--- src/rtl/comparator_pkg.sv ---
// Shared types and constants for the serial magnitude comparator.
// Result encoding is one-hot {gt, eq, lt}; Y_NONE means no result yet.
`timescale 1ns/1ps
package comparator_pkg;

  typedef enum logic {
    IDLE = 1'b0,
    RUN  = 1'b1
  } state_t;

  localparam int Y_GT = 2;
  localparam int Y_EQ = 1;
  localparam int Y_LT = 0;

  localparam logic [2:0] Y_NONE = 3'b000;
  localparam logic [2:0] Y_GT_V = 3'b100;
  localparam logic [2:0] Y_EQ_V = 3'b010;
  localparam logic [2:0] Y_LT_V = 3'b001;

  // Build the one-hot result; gt wins if both are ever asserted.
  function automatic logic [2:0] encode_result(input logic gt, input logic lt);
    logic [2:0] r;
    r       = Y_NONE;
    r[Y_GT] = gt;
    r[Y_LT] = lt & ~gt;
    r[Y_EQ] = ~gt & ~lt;
    return r;
  endfunction

endpackage

--- src/rtl/comparator_chunk.sv ---
// Combinational unsigned compare of one CHUNK-bit slice.
`timescale 1ns/1ps
module comparator_chunk #(
  parameter int CHUNK = 4
) (
  input  logic [CHUNK-1:0] a,
  input  logic [CHUNK-1:0] b,
  output logic             gt,
  output logic             lt
);

  assign gt = (a > b);
  assign lt = (a < b);

endmodule

--- src/rtl/comparator_serial.sv ---
// Multi-cycle magnitude comparator: compares WIDTH-bit operands CHUNK bits
// per clock, MSB chunk first, with a start/busy/done handshake.
// Signed operands are mapped to offset binary at capture (MSB inverted), so
// every chunk compare afterwards is unsigned.
// Optional build macro COMPARATOR_SERIAL_EARLY_TERM_EN: finish on the first
// differing chunk instead of always walking all NCHUNK chunks.
//
// state | meaning
// IDLE  | waiting for start; y holds the last result
// RUN   | comparing chunk idx of the captured operands
`timescale 1ns/1ps
module comparator_serial
  import comparator_pkg::*;
#(
  parameter int WIDTH = 16,
  parameter int CHUNK = 4
) (
  input  logic             clk,
  input  logic             rst,
  input  logic             start,
  input  logic [WIDTH-1:0] a,
  input  logic [WIDTH-1:0] b,
  input  logic             signed_mode,
  output logic             busy,
  output logic             done,
  output logic [2:0]       y
);

  localparam int NCHUNK = WIDTH / CHUNK;
  localparam int IDX_W  = (NCHUNK > 1) ? $clog2(NCHUNK) : 1;
  localparam logic [IDX_W-1:0] IDX_LAST = IDX_W'(NCHUNK - 1);
  localparam logic [WIDTH-1:0] MSB_MASK = WIDTH'(1) << (WIDTH - 1);

  state_t             state;
  logic [WIDTH-1:0]   a_q;
  logic [WIDTH-1:0]   b_q;
  logic [IDX_W-1:0]   idx;
  logic               hit;
  logic               hit_gt;

  logic               c_gt;
  logic               c_lt;
  logic               res_gt;
  logic               res_lt;
  logic               finish;

  // Captured operands are shifted left each cycle, so the chunk under
  // compare is always the top CHUNK bits.
  comparator_chunk #(
    .CHUNK (CHUNK)
  ) u_chunk (
    .a  (a_q[WIDTH-1 -: CHUNK]),
    .b  (b_q[WIDTH-1 -: CHUNK]),
    .gt (c_gt),
    .lt (c_lt)
  );

  // Once a higher chunk has differed, its verdict is sticky.
  always_comb begin
    res_gt = hit ? hit_gt  : c_gt;
    res_lt = hit ? ~hit_gt : c_lt;
`ifdef COMPARATOR_SERIAL_EARLY_TERM_EN
    finish = (idx == '0) | c_gt | c_lt;
`else
    finish = (idx == '0);
`endif
  end

  // Handshake FSM with capture, chunk walk and registered result.
  always_ff @(posedge clk or posedge rst) begin
    if (rst) begin
      state  <= IDLE;
      a_q    <= '0;
      b_q    <= '0;
      idx    <= '0;
      hit    <= 1'b0;
      hit_gt <= 1'b0;
      busy   <= 1'b0;
      done   <= 1'b0;
      y      <= Y_NONE;
    end else begin
      done <= 1'b0;
      case (state)
        IDLE: begin
          if (start) begin
            a_q    <= a ^ (signed_mode ? MSB_MASK : '0);
            b_q    <= b ^ (signed_mode ? MSB_MASK : '0);
            idx    <= IDX_LAST;
            hit    <= 1'b0;
            hit_gt <= 1'b0;
            busy   <= 1'b1;
            state  <= RUN;
          end
        end
        RUN: begin
          if (finish) begin
            y     <= encode_result(res_gt, res_lt);
            done  <= 1'b1;
            busy  <= 1'b0;
            state <= IDLE;
          end else begin
            idx <= idx - 1'b1;
            a_q <= a_q << CHUNK;
            b_q <= b_q << CHUNK;
            if (!hit && (c_gt || c_lt)) begin
              hit    <= 1'b1;
              hit_gt <= c_gt;
            end
          end
        end
        default: state <= IDLE;
      endcase
    end
  end

endmodule

--- config.mk ---
export PLATFORM = sky130hd
export DESIGN_NAME = comparator_serial
export DESIGN_NICKNAME = d
export VERILOG_FILES = /design/src/rtl/comparator_pkg.sv /design/src/rtl/comparator_chunk.sv /design/src/rtl/comparator_serial.sv
export SDC_FILE = /design/constraint.sdc
export NUM_CORES = 1
export LEC_CHECK = 0
export BUFFER_PORTS_ARGS = -buffer_cell sky130_fd_sc_hd__buf_2
export CAP_MARGIN = 15
export CORE_MARGIN = 5
export CORE_UTILIZATION = 51
export CTS_BUF_LIST = sky130_fd_sc_hd__clkbuf_4 sky130_fd_sc_hd__clkbuf_8
export DETAILED_ROUTE_END_ITERATION = 10
export GPL_TIMING_DRIVEN = 0
export PLACE_DENSITY = 0.86
export SLEW_MARGIN = 25
export SYNTH_ARGS = -nofsm -noshare
export SYNTH_HDL_FRONTEND = slang
export SYNTH_SLANG_ARGS = --single-unit
--- constraint.sdc ---
create_clock -name clk -period 1.4 [get_ports clk]
set_input_delay 0.42 -clock clk [delete_from_list [all_inputs] [get_ports clk]]
set_output_delay 0.42 -clock clk [all_outputs]
set_load 0.005 [all_outputs]
# Yosys cells after proc, flatten, opt, wreduce, memory -nomap -nowiden
# Cells that the tools add are included.
[totals] reg_bits=42 input_bits=36 out_inout_bits=5 elab_cells=59
[classes] n_addsub=1 magnitude_cmp=2 eq_ne=4 mux=27 bitwise=8 reduce_logical=8
[op_table] op="two-way mux 16 bit" n=5
[op_table] op="case mux 16 bit (2 select lines)" n=2
[op_table] op="XOR 16 bit" n=2
[op_table] op="two-way mux 1 bit" n=13
[op_table] op="case mux 1 bit (2 select lines)" n=4
[op_table] op="AND reduction 2 bit" n=3
[op_table] op="greater-than comparator 4 bit" n=1
[op_table] op="< comparator 4 bit" n=1
[op_table] op="two-way mux 2 bit" n=2
[op_table] op="!= test 2 x 1 -> 1 bit, second input constant" n=2
[op_table] op="!= test 2 bit, second input constant" n=2
[op_table] op="inverter 1 bit" n=4
[op_table] op="case mux 2 bit (2 select lines)" n=1
[op_table] op="AND reduction 3 bit" n=1
[op_table] op="AND 1 bit" n=2
[op_table] op="logical NOT 2 bit" n=1
[op_table] op="subtractor 2 x 1 -> 2 bit, second input constant" n=1
[op_table] op="logical AND 1 bit" n=1
[op_table] op="logical NOT 1 bit" n=1
[op_table] op="logical OR 1 bit" n=1

# Logic depth before layout (Yosys ltp)
# Gate-level depths: netlist of run 1.
[depth] depth_word=6 ltp_mapped=8 ltp_nobuf=6

# Cells and area by module
# Synthesis of run 1 repeated with hierarchy kept, for this count alone.
[hier_totals] hier_cells=184 hier_area_um2=2023.2
[by_module_without_submodules] mod="comparator_serial" n_inst=1 cells_per_inst=169 area_each_um2=1909.3 seq_area_each_um2=1051.0
[by_module_without_submodules] mod="comparator_chunk" n_inst=1 cells_per_inst=15 area_each_um2=113.9 seq_area_each_um2=0.0

# Worst setup path before layout of run 1
# OpenSTA, ideal clock, no wires.
[synth_timing] path_kind="reg2reg" from="reg idx[0]" to="reg b_q[0]" setup_ns=0.121 arrival_time_ns=1.312 t_required_ns=1.279 slack_ns=-0.033 stages_incl_launch_ff=8 n_path_buf=2 synth_period_minus_slack_ns=1.433 path_cell_list="dfrtp_1 > inv_1 > ha_1 > buf_2 > nand2_2 > o21ai_2 > buf_2 > a22o_1"
[synth_between] elab_chain_len=3
[synth_rtl] item="start: declaration" line_no="comparator_serial.sv:37" source="logic [IDX_W-1:0] idx;"
[synth_rtl] item="start signal: assignment" line_no="comparator_serial.sv:102" source="idx <= idx - 1'b1;"
[synth_rtl] item="logical NOT 2 bit" line_no="comparator_serial.sv:65" source="finish = (idx == '0);"
[synth_rtl] item="!= test 2 bit (no line)"
[synth_rtl] item="AND reduction 2 bit (no line)"
[synth_rtl] item="end signal: assignment" line_no="comparator_serial.sv:87" source="b_q <= b ^ (signed_mode ? MSB_MASK : '0);"
[synth_rtl] item="end signal: assignment" line_no="comparator_serial.sv:104" source="b_q <= b_q << CHUNK;"
[synth_rtl] item="end: declaration" line_no="comparator_serial.sv:36" source="logic [WIDTH-1:0] b_q;"
# No other way between the ends.
# A chain may end at the register's enable or synchronous reset.

# Final worst setup path of run 1
[layout_timing] from="reg a_q[13]" to="reg y[1]"
[layout_between] elab_chain_len=4 word_cells_on_any_way=7 classes_between="order compare: 2; mux: 2; bitwise: 3"
[layout_rtl] item="start: declaration" line_no="comparator_serial.sv:35" source="logic [WIDTH-1:0] a_q;"
[layout_rtl] item="start signal: assignment" line_no="comparator_serial.sv:86" source="a_q <= a ^ (signed_mode ? MSB_MASK : '0);"
[layout_rtl] item="start signal: assignment" line_no="comparator_serial.sv:103" source="a_q <= a_q << CHUNK;"
[layout_rtl] item="greater-than comparator 4 bit or < comparator 4 bit (tied branches)" line_no="comparator_chunk.sv:12, comparator_chunk.sv:13"
[layout_rtl] item="two-way mux 1 bit, on equally long branches" line_no="comparator_serial.sv:60, comparator_serial.sv:61"
[layout_rtl] item="inverter 1 bit" line_no="comparator_pkg.sv:26" source="r[Y_EQ] = ~gt & ~lt;"
[layout_rtl] item="AND 1 bit (*)" line_no="comparator_pkg.sv:26"
[layout_rtl] item="end signal: assignment" line_no="comparator_serial.sv:97" source="y <= encode_result(res_gt, res_lt);"
[layout_rtl] item="end: declaration" line_no="comparator_serial.sv:26" source="output logic [2:0] y"
# Mark *: on every way between the ends. The rest lies on a longest branch, timed or not.

==> results of run 1 <==
[sequential cells by signal (all words and copies together) (netlist names), 2 cells and up]
signal / cells
idx: 2
y: 3
b_q: 16
a_q: 16
[what timing repair did]
item,in CTS,in global routing
setup endpoints to repair,34,36
pin swaps,1,5
setup buffers,4,1
resized for setup,10,37
cloned,1,4
[layer usage]
metal,GRT usage,share of wire,vias to the layer above
met5,0,0,-
met4,0.0799,0.022,0
li1,-,-,788
met3,0.0606,0.068,12
met1,0.226,0.40,801
met2,0.312,0.51,59
[layout make-up]
cell class | instances | area [um^2] | share of cell area
tap | 50 | 62.6 | 0.0236
clock buffer | 7 | 90.1 | 0.0340
sequential | 42 | 1050 | 0.397
multi-input combinational | 135 | 995 | 0.375
buffer | 11 | 111 | 0.0420
inverter | 9 | 33.8 | 0.0127
clock inverter | 1 | 5.00 | 0.00189
timing repair buffer | 50 | 303 | 0.114
[cell usage after synthesis, drive strengths merged]
master,n,area (um^2)
nand3,5,25.0
mux2i,26,260
clkbuf,1,5.00
nor2,5,18.8
buf,10,65.1
and3b,1,8.76
a22o,4,35.0
and2,1,6.26
o21ai,33,169
nor3,1,5.00
nor2b,2,12.5
a22oi,1,7.51
a21oi,5,25.0
ha,5,62.6
dfrtp,42,1050
nor3b,1,7.51
nand4,1,6.26
inv,9,33.8
xnor2,2,17.5
o22ai,1,6.26
mux2,3,33.8
nand2,33,126
o211ai,1,7.51
nand2b,2,12.5
o41ai,1,16.3
[report_power, final]
group          leakage (nW)  internal (mW)  switching (mW)  total, mW
combinational         0.774           1.45            1.49       2.94
clock                0.0517          0.417           0.411      0.828
sequential            0.537           1.70           0.352       2.05
total                  1.36           3.56            2.26       5.82
[logic make-up after synthesis]
| kind of cell | after synthesis |
|---|---|
| and+or+nand+nor | 52 |
| AOI/OAI and AO/OA | 46 |
| DFF | 42 |
| muxes | 29 |
| buffers and inverters | 20 |
| adders and majority gates | 5 |
| xor gates and xnor gates | 2 |
[metrics by stage]
step	cells	cell area (um^2)	util	setup TNS, ns
CTS	300	2470	0.632	-0.174
global route	305	2650	0.678	-1.94
global placement	286	2290	0.586	-25.98
detailed placement	287	2310	0.591	-4.10
finish	305	2650	0.678	-0.338
floorplan	196	2030	-	0
[final timing paths]
path / startpoint / to / slack (ns)
min reg2reg: b_q[9] / b_q[9] / 0.49
max in group asynchronous: rst / b_q[12] / 0.89
max reg2reg: a_q[13] / y[1] / -0.06
min in group clk: b[2] / b_q[2] / 0.34
min: rst / b_q[15] / 0.06
max: a_q[13] / y[1] / -0.06
[worst max-delay path, stage by stage, from the launching register on]
cell and delay, ns:
dfrtp_1 0.42, ha_4 0.28, nor2b_4 0.13, o211ai_1 0.10, and2_4 0.18, o41ai_4 0.26
==> impl_metrics.yaml, run 1 <==
outcome:
  outcome: "finished, violations left"
  violations: "setup timing"
die:
  row_count: 23
  ios: 41
  die_x_um: 73.0
  die_h_um: 73.0
  coreArea_mm2: 0.00391
  die_area_mm2: 0.00533
  start_util: 0.517
clocking:
  cts_max_level: 2
  holdBufCountCts: 0
  clk_latency_ns: 0.30
  clockBufferDepth: 2
  cts_made_buffers: 5
  clk_pin_slew_ns: 0.08
  clock-sinks: 42
  cts_tree: "done"
  cts_root_buf: "clkbuf_8"
route:
  wl_per_cell_um: 16.4
  drtPass1Iterations: 5
  drt_iter0_markers: 53
  ant_nets: 0
  vias: 1660
  route.detailed.drc: 0
  vias_per_cell: 5.44
  wirelength_um: 5000
global_routing:
  antenna_found_initial: 0
  grt_overflow_total: 0
  grt_usage: 0.189
  grt_pass1_wl_um: 7620
  grt_pass1_vias: 1657
  grt_max_degree: 31
power_and_ir_drop:
  vdd_ir_drop_max_mv: 1.20
  p_leak_nw: 1.36
  total_power_mw: 5.82
  powerDensity_mw_per_mm2: 2190
sta:
  setup_viol: 15
  hold_viol: 0
  worst_slack_ns: -0.0582
  fmax_mhz: 686
  min_period_ns: 1.46
  maxSlewHeadroom: 0.780
  final.setup_skew_ns: 0.00518
  fin_crit_sh: 1.04
  worst_slew_pin_slew_ns: 0.328
  rsz0062_at_grt: "yes"
  fin_hold_ws_ns: 0.0599
  maxSlewViolCount: 0
placed_design:
  port_buffers: 40
  hpwl_um: 3130
  dpl_worst_slack_ns: -0.168
  place.gp.congestion: 0.762
worst_setup_path:
  start_kind: "register"
  critPathRequiredTime_ns: 1.60
  crit_type: "register to register"
  r2r_cells: 5
  critPathMaxFanout: 3
  end_kind: "register"
  worstPathArrival_ns: 1.66
synthesis:
  synth.area.mux_share: 0.145
  syn_nets: 237
  synth-adder-area-share: 0.0309
  syn_avg_cell_area_um2: 10.3
  synth-seq-area-share: 0.519
  ys_ff_latch: 42
  synth_compound_area_frac: 0.132
  synth-simple-area-share: 0.113
  yosys_warnings: 0
  ys_types: 30
  synth_top_family_by_area: "multiplexers"
  syn_area_mm2: 0.00202
  syn_inst: 196
  synthXorXnorAreaFrac: 0.00865
finish:
  final_common_cell: "buf_2"
  n_antenna_cell: 0
  mostFrequentLayoutCells: "buf_2 (42), dfrtp_1 (41), nand2_1 (31)"
  fill_cells: 321
  drive_gt1_frac: 0.376
  nets: 295
  syn2layout_area_growth_pct: 31.0
flow_run:
  maxCapViolCount: 0
min_path:
  hp-class: "input pin to async pin"
Note: power is estimated with default switching activity, not from simulation.
==> run 2, diff against run 1 <==
SETUP_SLACK_MARGIN = 0.3   (was default)
==> run 2 against run 1 <==
  * The run still ends with setup timing left
  * Fmax increased by 0.99%
  * Combinational power grew 33%
  * Total power rose by 17%
  * Flip-flop and latch count did not move
  * Critical path depth rose by 1
  * Die area unchanged
  * Non-clock buffer count up 18
  * Utilization up 8.2 points
  * Final cell count is 6.2% higher
  * Clock-buffer cell count unchanged
  * Setup slack better by 0.014 ns
  * Largest power group unchanged
==> impl_metrics.yaml, run 2 (synthesized netlist as in run 1, its figures left out) <==
finish:
  fill_cells: 250
  utilization: 0.760
  drive_gt1_frac: 0.566
  regArea_mm2: 0.00105
  n_antenna_cell: 0
  nets: 314
  syn2layout_area_growth_pct: 46.8
  multi_input_area_mm2: 0.00115
  top_regs: "a_q (16), b_q (16), y (3)"
  mostFrequentLayoutCells: "buf_2 (42), dfrtp_1 (41), mux2i_1 (26)"
  final_common_cell: "buf_2"
  final-instance-count-excl-fill: 324
route:
  vias: 1760
  drt_iter0_markers: 52
  drtPass1Iterations: 4
  wl_per_cell_um: 17.0
  ant_nets: 0
  wirelength_um: 5520
  route.detailed.drc: 0
  vias_per_cell: 5.43
worst_setup_path:
  critPathMaxFanout: 3
  crit_type: "register to register"
  cpMaxStageDelayCell: "dfrtp_1"
  start_kind: "register"
  r2r_cells: 6
  critPathRequiredTime_ns: 1.59
  end_kind: "register"
  crit_path_max_incr_delay_ns: 0.36
  worstPathArrival_ns: 1.63
  r2r-start: "b_q[13]"
  reg2reg_slack_ns: -0.04
  r2r_end: "y[2]"
  path_cells: "inv_1 -> ha_1 -> nor2b_1 -> o211ai_1 -> and2_4 -> o22ai_1"
sta:
  maxSlewHeadroom: 0.404
  maxSlewViolCount: 0
  fmax_mhz: 693
  worst_slack_ns: -0.0440
  worst_slew_pin_slew_ns: 0.892
  hold_viol: 0
  fin_crit_sh: 1.03
  setup_viol: 6
  min_period_ns: 1.44
  rsz0062_at_grt: "yes"
  final.setup_skew_ns: 0.00545
  setup_tns_ns: -0.166
placed_design:
  place.gp.congestion: 0.753
  port_buffers: 40
  hpwl_um: 3120
  dp.cells: 286
  dpl_worst_slack_ns: -0.176
power_and_ir_drop:
  powerDensity_mw_per_mm2: 2280
  total_power_mw: 6.79
  vdd_ir_drop_max_mv: 1.19
  p_leak_nw: 1.50
die:
  coreArea_mm2: 0.00391
  start_util: 0.517
  row_count: 23
  die_h_um: 73.0
  die_x_um: 73.0
  ios: 41
  die_area_mm2: 0.00533
clocking:
  cts_tree: "done"
  clockBufferDepth: 2
  clk_latency_ns: 0.30
  clock-sinks: 42
  cts_max_level: 2
  cts_made_buffers: 5
  cts_root_buf: "clkbuf_8"
  clk_pin_slew_ns: 0.08
outcome:
  violations: "setup timing"
  outcome: "finished, violations left"
global_routing:
  grt_overflow_total: 0
  grt_max_degree: 43
  grt_usage: 0.209
  grt_pass1_vias: 1813
  grt_pass1_wl_um: 8410
  antenna_found_initial: 0
flow_run:
  maxCapViolCount: 0
min_path:
  hp-class: "input pin to async pin"
## run 2: changes by cell type in the layout (fill, tap and decap cells not counted), sizes merged
cell,previous run,this run
buf,61,79
clkinvlp,0,1
inv,9,8
nand2,33,34
## run 2: worst max-delay path by stage
stage	startpoint	end	slack (ns)	depth (start not counted)
after global routing	idx[1]	a_q[7]	-0.12	8
final	b_q[13]	y[2]	-0.04	6
after CTS	b_q[13]	y[2]	0.005	6
after global placement	start	b_q[1]	-0.16	4
after floorplan	b_q[13]	y[2]	0.08	6
after detailed placement	start	b_q[1]	-0.18	4
## run 2: what timing repair did
item	CTS	global route
resized for setup	38	39
pin swaps	9	15
buffers inserted	18	5
gates cloned	7	0
endpoints found under the hold margin	0	0
hold buffers	0	0
setup endpoints to repair	46	47
## run 2: layout make-up
cell class / count / area share
timing repair buffer: 68 / 0.155
inverter: 9 / 0.0135
sequential: 42 / 0.354
buffer: 11 / 0.0387
clock inverter: 1 / 0.00168
tap: 50 / 0.0210
multi-input combinational: 136 / 0.386
clock buffer: 7 / 0.0303
## run 2: through the flow
stage,instance area (um^2),hold WS (ns)
floorplan,2130,0.411
global placement,2390,0.458
detailed placement,2390,0.472
CTS,2800,0.325
global route,2970,0.337
finish,2970,0.286
## run 2: metal layers
metal  global-route usage  wire length, um  vias up
met5                    0                0        -
met4               0.0902              136        0
met3               0.0468              258       10
met2                0.356             2940       51
met1                0.252             2180      865
li1                     -                -      834
## run 2: report_power, final
part	switching [mW]	internal, mW	leakage, nW
registers	0.341	1.70	0.537
logic	1.94	1.97	0.915
clock network	0.425	0.418	0.0517
## run 2: critical path, delay by kind of cell, from the launching register on
family	cells	cell delay, ns
buffers and inverters	1	0.05
and+or+nand+nor	2	0.34
AOI/OAI and AO/OA	2	0.29
DFF	1	0.36
adders and majority gates	1	0.29
==> run 3, diff against run 2 <==
CORE_MARGIN = 8   (was 5)
HOLD_SLACK_MARGIN = 0.1   (was default)
SLEW_MARGIN = default   (was 25)
==> run 3 against run 2 <==
  * The flow still finishes with violations (setup timing)
  * Design area fell by 1.5%
  * Fmax rose by 0.28%
  * First-iteration DRC count increased by 50%
  * Via count grew 1.9%
  * Combinational power fell by 4%
  * Sequential power about the same
  * Largest cell class unchanged
  * Largest power group unchanged
==> impl_metrics.yaml, run 3 (synthesized netlist as in run 1, its figures left out) <==
power_and_ir_drop:
  powerDensity_mw_per_mm2: 2320
  total_power_mw: 6.80
  p_leak_nw: 1.51
  vdd_ir_drop_max_mv: 1.41
finish:
  final_common_cell: "buf_2"
  mostFrequentLayoutCells: "buf_2 (42), dfrtp_1 (41), mux2i_1 (26)"
  stdcell_area_mm2: 0.00293
  final-instance-count-excl-fill: 317
  top_regs: "a_q (16), b_q (16), y (3)"
  n_antenna_cell: 0
  nets: 308
  drive_gt1_frac: 0.554
  syn2layout_area_growth_pct: 44.6
sta:
  maxSlewViolCount: 0
  worst_slew_pin_slew_ns: 0.895
  fin_hold_ws_ns: 0.284
  hold_viol: 0
  setup_viol: 7
  worst_slack_ns: -0.0399
  fmax_mhz: 695
  rsz0062_at_grt: "yes"
  min_period_ns: 1.44
  final.setup_skew_ns: 0.00485
  maxSlewHeadroom: 0.402
  fin_crit_sh: 1.03
flow_run:
  maxCapViolCount: 0
clocking:
  clk_latency_ns: 0.31
  cts_made_buffers: 5
  clock-sinks: 42
  cts_max_level: 2
  cts_tree: "done"
  cts_root_buf: "clkbuf_8"
  clk_pin_slew_ns: 0.08
  holdBufCountCts: 0
  clockBufferDepth: 2
die:
  start_util: 0.517
  row_count: 23
  die_h_um: 79.0
  die_x_um: 79.0
  ios: 41
  coreArea_mm2: 0.00391
  die_area_mm2: 0.00624
global_routing:
  grt_usage: 0.176
  grt_pass1_vias: 1851
  antenna_found_initial: 0
  grt_max_degree: 43
  grt_pass1_wl_um: 8560
  grt_overflow_total: 0
worst_setup_path:
  critPathRequiredTime_ns: 1.61
  critPathMaxFanout: 3
  crit_path_max_incr_delay_ns: 0.36
  end_kind: "register"
  crit_type: "register to register"
  critPathBufInv: 1
  cpMaxStageDelayCell: "dfrtp_1"
  start_kind: "register"
  reg2reg_slack_ns: -0.04
  cpLargestDelayFamily: "flip-flops"
  path_cells: "inv_1 -> ha_1 -> nor2b_1 -> o211ai_1 -> and2_4 -> o41ai_2"
  worstPathArrival_ns: 1.65
placed_design:
  place.gp.congestion: 0.775
  hpwl_um: 3220
  placed_area_mm2: 0.00239
  port_buffers: 40
  dp.cells: 286
route:
  ant_nets: 0
  drtPass1Iterations: 4
  route.detailed.drc: 0
  wl_per_cell_um: 18.4
  drt_iter0_markers: 78
  vias: 1794
  wirelength_um: 5830
  vias_per_cell: 5.66
min_path:
  hp-class: "input pin to async pin"
outcome:
  outcome: "finished, violations left"
  violations: "setup timing"
[run 3: changes by cell type in the layout (fill, tap and decap cells not counted), sizes merged]
cell / before / now
bufinv: 0 / 1
buf: 79 / 73
nand2: 34 / 33
clkinv: 1 / 0
[run 3: worst paths after layout]
path / start / end / cells past startpoint
worst min register to register: y[1] / y[1] / 2
worst min-delay path: rst / a_q[4] / 2
worst max register to register: b_q[13] / y[1] / 6
worst max-delay path: b_q[13] / y[1] / 6
min in group clk: b[2] / b_q[2] / 2
max in group asynchronous: rst / state / 2
[run 3: power by group]
part | switching [mW] | internal, mW | leakage, nW
combinational | 1.90 | 1.85 | 0.920
clock | 0.435 | 0.571 | 0.0573
sequential | 0.360 | 1.70 | 0.537
total | 2.69 | 4.11 | 1.51
[run 3: area by class of cell]
| class | count | area (um^2) |
|---|---|---|
| Inverter | 9 | 40.0 |
| Multi-Input combinational cell | 135 | 1140 |
| Clock inverter | 1 | 30.0 |
| Sequential cell | 42 | 1050 |
| Tap cell | 50 | 62.6 |
| Fill cell | 282 | 986 |
| Timing Repair Buffer | 63 | 407 |
| Clock buffer | 6 | 82.6 |
| Buffer | 11 | 114 |
[run 3: metrics by stage]
step / setup TNS, ns / util / worst slack [ns]
6_report: -0.112 / 0.748 / -0.0399
5_1_grt: -1.55 / 0.748 / -0.110
4_1_cts: 0 / 0.686 / 0.00392
3_5_place_dp: -0.751 / 0.611 / -0.154
3_3_place_gp: -0.745 / 0.611 / -0.157
2_1_floorplan: 0 / - / 0.0775
[run 3: per-layer routing]
| metal | track usage | wire length (um) | vias to the layer above | part of all wire |
|---|---|---|---|---|
| met2 | 0.297 | 2980 | 68 | 0.51 |
| met5 | 0 | 0 | - | 0 |
| met4 | 0.0852 | 208 | 0 | 0.036 |
| met1 | 0.198 | 2280 | 882 | 0.39 |
| met3 | 0.0542 | 364 | 22 | 0.062 |
| li1 | - | - | 822 | - |
[run 3: worst reg2reg max path, stage by stage, from the launching register on]
cell,delay [ns]
dfrtp_1,0.36
inv_1,0.05
ha_1,0.28
nor2b_1,0.16
o211ai_1,0.13
and2_4,0.17
o41ai_2,0.19
[run 3: what timing repair did]
item	4_1_cts	5_1_grt
gates resized for setup	21	56
setup endpoints to repair	46	47
pin swaps	9	11
setup buffers	11	7
cloned	6	0
